**src/rtl/filter_ctrl_pkg.sv**
```systemverilog
// Shared types and defaults for the IIR filter sequencer (filter_ctrl) and its rate divider.
package filter_ctrl_pkg;

  typedef enum logic [1:0] {
    IDLE  = 2'd0,
    START = 2'd1,
    WAIT  = 2'd2
  } state_t;

  localparam int DATA_W_DEF = 16;
  localparam int COEF_W_DEF = 4;
  localparam int DIV_W_DEF  = 16;

  localparam logic [7:0] OVR_MAX = 8'hFF;

  // Saturating increment for the dropped-tick counter.
  function automatic logic [7:0] sat_inc(input logic [7:0] v);
    return (v == OVR_MAX) ? v : v + 8'd1;
  endfunction

endpackage

```
**src/rtl/filter_ctrl_rate_tick.sv**
```systemverilog
// Sample-rate divider: one tick every rate_div+1 enabled cycles; disabled holds the count at 0.
module rate_tick
  import filter_ctrl_pkg::*;
#(
  parameter int DIV_W = DIV_W_DEF
) (
  input  logic             clk,
  input  logic             rst,
  input  logic             enable,
  input  logic [DIV_W-1:0] rate_div,
  output logic             tick
);

  logic [DIV_W-1:0] count_q;
  logic [DIV_W-1:0] count_d;

  // A shrunken rate_div leaves count above the limit; wrap silently without a tick.
  always_comb begin
    count_d = count_q;
    tick    = 1'b0;
    if (!enable) begin
      count_d = '0;
    end else if (count_q == rate_div) begin
      tick    = 1'b1;
      count_d = '0;
    end else if (count_q > rate_div) begin
      count_d = '0;
    end else begin
      count_d = count_q + 1'b1;
    end
  end

  always_ff @(posedge clk or negedge rst) begin
    if (!rst) begin
      count_q <= '0;
    end else begin
      count_q <= count_d;
    end
  end

endmodule

```
**src/rtl/filter_ctrl.sv**
```systemverilog
// Sequencer for the cascaded IIR filter: launch, frozen sample/coefs, result capture, overrun count.
// Optional WAIT abort counter enabled by defining FILTER_CTRL_TIMEOUT_EN.
module filter_ctrl
  import filter_ctrl_pkg::*;
#(
  parameter int DATA_W      = DATA_W_DEF,
  parameter int COEF_W      = COEF_W_DEF,
  parameter int DIV_W       = DIV_W_DEF,
  parameter int TIMEOUT_CYC = 1023
) (
  input  logic              clk,
  input  logic              rst,
  input  logic              enable,
  input  logic [DIV_W-1:0]  rate_div,
  input  logic [DATA_W-1:0] adc_data,
  input  logic              adc_valid,
  input  logic [COEF_W-1:0] a1_wr,
  input  logic [COEF_W-1:0] a2_wr,
  input  logic              coef_load,
  output logic              flt_once,
  output logic [DATA_W-1:0] flt_in,
  output logic [COEF_W-1:0] flt_a1,
  output logic [COEF_W-1:0] flt_a2,
  input  logic              flt_done,
  input  logic [DATA_W-1:0] flt_out,
  output logic [DATA_W-1:0] y,
  output logic              y_valid,
  output logic              busy,
  output logic              overrun,
  output logic [7:0]        ovr_count,
  output logic              timeout,
  output logic [1:0]        dbg_state
);

  // Filter handshake: flt_once is a single-cycle launch; flt_in/flt_a1/flt_a2 hold steady from
  // launch until the filter answers with a single-cycle flt_done (flt_out valid in that cycle).
  // flt_done is only accepted in WAIT; anywhere else it is dropped.

  state_t              state_q, state_d;
  logic [DATA_W-1:0]   hold_q, hold_d;
  logic [DATA_W-1:0]   flt_in_q, flt_in_d;
  logic [COEF_W-1:0]   shadow_a1_q, shadow_a1_d;
  logic [COEF_W-1:0]   shadow_a2_q, shadow_a2_d;
  logic                pend_q, pend_d;
  logic [COEF_W-1:0]   act_a1_q, act_a1_d;
  logic [COEF_W-1:0]   act_a2_q, act_a2_d;
  logic [DATA_W-1:0]   y_q, y_d;
  logic                y_valid_q, y_valid_d;
  logic [7:0]          ovr_count_q, ovr_count_d;
  logic                tick;
  logic                to_hit;

  rate_tick #(
    .DIV_W(DIV_W)
  ) u_rate_tick (
    .clk      (clk),
    .rst      (rst),
    .enable   (enable),
    .rate_div (rate_div),
    .tick     (tick)
  );

`ifdef FILTER_CTRL_TIMEOUT_EN
  localparam int TO_W = $clog2(TIMEOUT_CYC + 1);

  logic [TO_W-1:0] wait_cnt_q, wait_cnt_d;
  logic            timeout_q, timeout_d;

  // Counts cycles spent in WAIT; a done in the final cycle still wins over the abort.
  always_comb begin
    wait_cnt_d = '0;
    to_hit     = 1'b0;
    if (state_q == WAIT) begin
      wait_cnt_d = wait_cnt_q + 1'b1;
      to_hit     = !flt_done && (wait_cnt_q == TO_W'(TIMEOUT_CYC - 1));
    end
    timeout_d = timeout_q | to_hit;
  end

  always_ff @(posedge clk or negedge rst) begin
    if (!rst) begin
      wait_cnt_q <= '0;
      timeout_q  <= 1'b0;
    end else begin
      wait_cnt_q <= wait_cnt_d;
      timeout_q  <= timeout_d;
    end
  end

  assign timeout = timeout_q;
`else
  assign to_hit  = 1'b0;
  assign timeout = 1'b0;
`endif

  always_comb begin
    hold_d      = adc_valid ? adc_data : hold_q;
    shadow_a1_d = coef_load ? a1_wr : shadow_a1_q;
    shadow_a2_d = coef_load ? a2_wr : shadow_a2_q;
    pend_d      = pend_q | coef_load;
    state_d     = state_q;
    flt_in_d    = flt_in_q;
    act_a1_d    = act_a1_q;
    act_a2_d    = act_a2_q;
    y_d         = y_q;
    y_valid_d   = 1'b0;

    case (state_q)
      IDLE: begin
        if (tick) begin
          // Launch: hold_d/shadow_*_d include same-cycle adc_valid and coef_load.
          state_d  = START;
          flt_in_d = hold_d;
          if (pend_d) begin
            act_a1_d = shadow_a1_d;
            act_a2_d = shadow_a2_d;
            pend_d   = 1'b0;
          end
        end
      end
      START: begin
        state_d = WAIT;
      end
      WAIT: begin
        if (flt_done) begin
          state_d   = IDLE;
          y_d       = flt_out;
          y_valid_d = 1'b1;
        end else if (to_hit) begin
          state_d = IDLE;
        end
      end
      default: begin
        state_d = IDLE;
      end
    endcase

    ovr_count_d = overrun ? sat_inc(ovr_count_q) : ovr_count_q;
  end

  always_ff @(posedge clk or negedge rst) begin
    if (!rst) begin
      state_q     <= IDLE;
      hold_q      <= '0;
      flt_in_q    <= '0;
      shadow_a1_q <= '0;
      shadow_a2_q <= '0;
      pend_q      <= 1'b0;
      act_a1_q    <= '0;
      act_a2_q    <= '0;
      y_q         <= '0;
      y_valid_q   <= 1'b0;
      ovr_count_q <= '0;
    end else begin
      state_q     <= state_d;
      hold_q      <= hold_d;
      flt_in_q    <= flt_in_d;
      shadow_a1_q <= shadow_a1_d;
      shadow_a2_q <= shadow_a2_d;
      pend_q      <= pend_d;
      act_a1_q    <= act_a1_d;
      act_a2_q    <= act_a2_d;
      y_q         <= y_d;
      y_valid_q   <= y_valid_d;
      ovr_count_q <= ovr_count_d;
    end
  end

  assign busy      = (state_q != IDLE);
  assign overrun   = tick & busy;
  assign flt_once  = (state_q == START);
  assign flt_in    = flt_in_q;
  assign flt_a1    = act_a1_q;
  assign flt_a2    = act_a2_q;
  assign y         = y_q;
  assign y_valid   = y_valid_q;
  assign ovr_count = ovr_count_q;
  assign dbg_state = state_q;

endmodule

```
**config.mk**
```make
export PLATFORM = sky130hd
export DESIGN_NAME = filter_ctrl
export DESIGN_NICKNAME = d
export VERILOG_FILES = /design/src/rtl/filter_ctrl_pkg.sv /design/src/rtl/filter_ctrl_rate_tick.sv /design/src/rtl/filter_ctrl.sv
export SDC_FILE = /design/constraint.sdc
export NUM_CORES = 1
export LEC_CHECK = 0
export ABC_CLOCK_PERIOD_IN_PS = 2600
export BUFFER_PORTS_ARGS = -buffer_cell sky130_fd_sc_hd__clkbuf_2
export CAP_MARGIN = 20
export CORE_AREA = 2 2 132 134
export DETAILED_ROUTE_END_ITERATION = 8
export DIE_AREA = 0 0 134 136
export SYNTH_ARGS = -nofsm -noshare
export SYNTH_HDL_FRONTEND = slang
export SYNTH_SLANG_ARGS = --single-unit
```
**constraint.sdc**
```tcl
create_clock -name clk -period 2.6 [get_ports clk]
set_input_delay 0.52 -clock clk [delete_from_list [all_inputs] [get_ports clk]]
set_output_delay 0.52 -clock clk [all_outputs]
set_load 0.05 [all_outputs]
```
### Yosys cells after proc, flatten, opt, wreduce, memory -nomap -nowiden

Index checks and enable logic that the tools add are counted.

| word-level totals | value |
|---|---|
| register bits | 92 |
| bits of input ports | 62 |
| output and inout port bits | 55 |

| operators by class | value |
|---|---|
| $add $sub $neg | 2 |
| $lt $le $gt $ge | 1 |
| equality and inequality tests | 6 |
| mux-type cells | 15 |
| bitwise logic cells | 3 |
| reductions and logical operators | 7 |

Operators with widths:

| operator | number |
|---|---|
| 2-to-1 mux 16 bit | 4 |
| adder 16 x 1 -> 16 bit, second input constant | 1 |
| equality test 16 bit | 1 |
| greater-than comparator 16 bit | 1 |
| adder 8 x 1 -> 8 bit, second input constant | 1 |
| equality test 8 bit, second input constant | 1 |
| 2-to-1 mux 4 bit | 2 |
| AND reduction 2 bit | 4 |
| 2-to-1 mux 1 bit | 6 |
| case mux 2 bit (3 select lines) | 1 |
| 2-to-1 mux 2 bit | 2 |
| != test 2 bit, second input constant | 2 |
| AND reduction 3 bit | 1 |
| equality test 2 x 1 -> 1 bit, second input constant | 1 |
| equality test 2 bit, second input constant | 1 |
| zero test 2 bit | 1 |
| nonzero test 2 bit | 1 |
| AND 1 bit | 1 |
| NOT 1 bit | 1 |
| OR 1 bit | 1 |

### Depth between registers and ports, before layout

| depth | value |
|---|---|
| word-level depth | 5 |
| mapped depth | 8 |

### Cells and area by module

Synthesis repeated with hierarchy kept, for this count alone.

| second synthesis, totals | value |
|---|---|
| cell total of the unflattened synthesis | 320 |
| area, all modules | 4,191.5 um^2 |

By module, submodules not included:

| module | instances | cells each | area each (um^2) | sequential area each (um^2) |
|---|---|---|---|---|
| filter_ctrl | 1 | 190 | 3,035.4 | 1,901.8 |
| rate_tick | 1 | 130 | 1,156.1 | 400.4 |

### Worst setup path before layout

OpenSTA, ideal clock, no wires.

| path | value |
|---|---|
| path kind | input to output |
| from | input rate_div[13] |
| to | output overrun |
| arrival | 2.643 ns |
| setup slack | -0.563 ns |
| stages | 6 |
| cell sequence | inv_1 ha_1 nand4_2 or3_4 buf_6 nor3_1 |

| between the ends | value |
|---|---|
| cells in the longest elaborated chain, start to end | 4 |

Ends and longest elaborated chain:

| element | RTL line | text |
|---|---|---|
| from (decl) | filter_ctrl.sv:14 | `input logic [DIV_W-1:0] rate_div,` |
| equality test 16 bit | filter_ctrl_rate_tick.sv:23 | `end else if (count_q == rate_div) begin` |
| 2-to-1 mux 1 bit | filter_ctrl_rate_tick.sv:23 |  |
| 2-to-1 mux 1 bit | filter_ctrl_rate_tick.sv:21 | `if (!enable) begin` |
| AND 1 bit | filter_ctrl.sv:170 | `assign overrun = tick & busy;` |
| to (decl) | filter_ctrl.sv:29 | `output logic overrun,` |

No other way between the ends.

### Worst setup path after layout

| path | value |
|---|---|
| from | register u_rate_tick.count_q[10] |
| to | output overrun |

| between the ends | value |
|---|---|
| cells in the longest elaborated chain, start to end | 4 |

Ends and longest elaborated chain:

| element | RTL line | text |
|---|---|---|
| from (decl) | filter_ctrl_rate_tick.sv:14 | `logic [DIV_W-1:0] count_q;` |
| from (signal assigned) | filter_ctrl_rate_tick.sv:37 | `count_q <= count_d;` |
| equality test 16 bit | filter_ctrl_rate_tick.sv:23 |  |
| 2-to-1 mux 1 bit | filter_ctrl_rate_tick.sv:23 |  |
| 2-to-1 mux 1 bit | filter_ctrl_rate_tick.sv:21 |  |
| AND 1 bit | filter_ctrl.sv:170 |  |

No other way between the ends.

==> flow_metrics.py <==
metrics = {
    "cts": {
        "cts_hold_buf": 0,
        "clock_path_buffers": 2,
        "clockRootBuffer": "clkbuf_16",
        "clock-sinks": 92,
        "cts_inserted_buffers": 9,
        "htree_levels": 3,
        "clk_pin_slew_ns": 0.07,
        "clk_latency_ns": 0.35,
        "cts_tree": "built",
    },
    "global_route": {
        "grt_pass1_wl_mm": 16.3,
        "grt_max_degree": 59,
        "first_global_vias": 3250,
        "grtUsageTotal_pct": 11.4,
        "overflow": 0,
        "antenna_found_initial": 0,
    },
    "final_layout": {
        "drive_gt1_share_pct": 44.7,
        "fin_cells": 722,
        "final_util_pct": 33.0,
        "area_growth_pct": 33.9,
        "layout.nets": 572,
        "n_antenna_cell": 0,
        "stdcell_area_sq_mm": 0.00556,
    },
    "timing": {
        "period_share_pct": 99.9,
        "setup_viol": 0,
        "slew_violations": 0,
        "fmax_mhz": 385,
        "rsz0062_at_grt": "yes",
        "finalClockSkew_ns": 0.00743,
        "finalCriticalPeriod_ns": 2.60,
        "finalHoldViolations": 0,
    },
    "routing": {
        "wirelength_mm": 9.92,
        "drcViolationCount": 0,
        "num_vias": 3152,
        "wl_per_cell_um": 13.7,
        "vias_per_cell": 4.37,
        "drtIter0Drc": 86,
        "final_antenna_net_count": 0,
        "drt_first_pass_iters": 4,
    },
    "critical_path": {
        "critPathKind": "reg -> out",
        "cp-start-kind": "flip-flop",
        "crit_path_cell_trace": "ha_4 -> nand4_1 -> or3_4 -> nor3_4 -> buf_12",
        "cp.required_ns": 2.08,
        "worstPathMaxFanout": 2,
        "endpoint_kind": "primary output",
        "slowest_delay_ns": 0.44,
        "cp_data_arrival_time_ns": 2.08,
        "slowest_stage": "or3_4",
    },
    "place": {
        "place_congestion": 0.783,
        "placed_area_sq_mm": 0.00506,
        "io_buffers": 115,
        "dp_hpwl_mm": 7.23,
        "place_inst": 691,
    },
    "die": {
        "start_util_pct": 24.6,
        "core_sq_mm": 0.0169,
        "pin_count": 117,
        "die_area_sq_mm": 0.0182,
        "num_rows": 48,
        "fp.dieW_um": 134,
        "die_h_um": 136,
    },
    "yosys": {
        "ys.flop_type": "dfrtp_1",
        "synth.top_cell.area_share_pct": 55.4,
        "synth_cell_types": 40,
        "seq_area_frac_synth_pct": 55.4,
        "syn_area_sq_mm": 0.00415,
        "ys_ff_latch": 92,
        "yosys.area.top_type": "dfrtp_1",
        "synth_edf_count": 0,
        "yosys_warnings": 0,
        "synth_common_cells": "dfrtp_1, nand2_1, mux2_2",
        "postSynthAreaPerCell_sq_um": 11.7,
        "async_flop_share_pct": 100,
        "syn_nets": 434,
        "synthTopCellsByArea": "dfrtp_1, mux2_2, ha_1, nand2_1, nor4_1",
        "synth_cells": 354,
        "synth.most_common_cell": "dfrtp_1",
    },
    "pwr": {
        "ir_drop_mv": 0.365,
        "p_leak_nw": 2.81,
        "power.density_mw_per_mm2": 546,
    },
    "min_path": {
        "min_path_type": "in -> async",
    },
    "status": {
        "status": "finished, final reports clean",
    },
    "flow_run": {
        "max_cap_violations": 0,
    },
}
## flip-flops by register name, indices dropped and copies added, names as in the netlist
name                 cells
flt_in                  16
hold_q                  16
u_rate_tick.count_q     16
y                       16
ovr_count                8
flt_a1                   4
flt_a2                   4
shadow_a1_q              4
shadow_a2_q              4
dbg_state                2
pend_q                   1
y_valid                  1
## metrics by stage
step | TNS (ns) | hold WS, ns | total power, mW | setup WS, ns
global route | -0.0763 | 0.153 | 3.18 | -0.0763
finish | 0 | 0.128 | 3.04 | 0.00357
global placement | 0 | 0.459 | 1.69 | 0.0864
floorplan | 0 | 0.224 | 1.60 | 0.0903
detailed placement | 0 | 0.465 | 1.71 | 0.0555
CTS | 0 | 0.124 | 3.09 | 0.00855
## worst paths after layout
check	endpoint	depth (start not counted)	from	slack (ns)
worst max-delay path	overrun	5	u_rate_tick.count_q[10]	0.004
worst min-delay path	flt_in[13]	1	rst	0.13
worst max register to register	flt_a1[1]	7	u_rate_tick.count_q[10]	0.19
worst min register to register	y[2]	2	y[2]	0.48
max in group asynchronous	u_rate_tick.count_q[7]	2	rst	1.77
min in group clk	y[2]	3	flt_out[2]	0.36
## cell type report
| class | instances | area [sq um] |
|---|---|---|
| Multi-Input combinational cell | 227 | 1780 |
| Timing Repair Buffer | 139 | 798 |
| Clock inverter | 5 | 58.8 |
| Tap cell | 225 | 282 |
| Fill cell | 1710 | 11300 |
| Inverter | 23 | 86.3 |
| Sequential cell | 92 | 2310 |
| Clock buffer | 11 | 253 |
## per-layer routing
metal | up-vias | share of wire [%] | GRT usage [%]
li1 | 1503 | - | -
met1 | 1542 | 44 | 14.1
met2 | 95 | 48 | 18.9
met3 | 12 | 6.3 | 3.36
met4 | 0 | 1.6 | 4.43
met5 | - | 0 | 0
## cell families after synthesis
family          after synthesis  share of synthesized area, %
flops                        92                          55.4
mux                          49                          13.3
fa+ha+maj                    18                          5.42
xor+xnor                     20                          4.22
other cells                   1                        0.0903
compound gates               15                          2.41
simple gates                124                          15.3
buf+inv                      35                          3.83
## layout by cell type, fill, tap and decap left out, drive strengths merged, types with 2 or more instances in the layout
master	instances
nand4	8
xnor2	12
nand2	55
xor2	8
nor2b	2
or2	2
inv	23
nor3b	2
and3	2
clkbuf	124
clkinvlp	2
dfrtp	92
nor2	7
nor3	11
nor4	22
ha	18
buf	26
a21oi	6
clkinv	2
nand3	9
mux2	49
o21ai	2
## worst max-delay path: cells and delay by family (launching register included)
family	cells	cell delay (ns)
DFF	1	0.41
buffers and inverters	1	0.17
and+or+nand+nor	3	0.88
adders and majority gates	1	0.28
## power by group
group | total (mW) | internal [mW] | switching, mW
clock network | 1.36 | 0.799 | 0.556
logic | 0.194 | 0.0944 | 0.0996
registers | 1.49 | 1.47 | 0.0155
total | 3.04 | 2.37 | 0.671
## what timing repair did
| action | CTS | global route |
|---|---|---|
| endpoints found under the setup margin | 1 | 1 |
| cloned | 0 | 0 |
| setup buffers | 6 | 9 |
| resized for setup | 4 | 7 |
| pin swaps | 3 | 5 |
No activity file was read; power rests on OpenSTA's default activity.
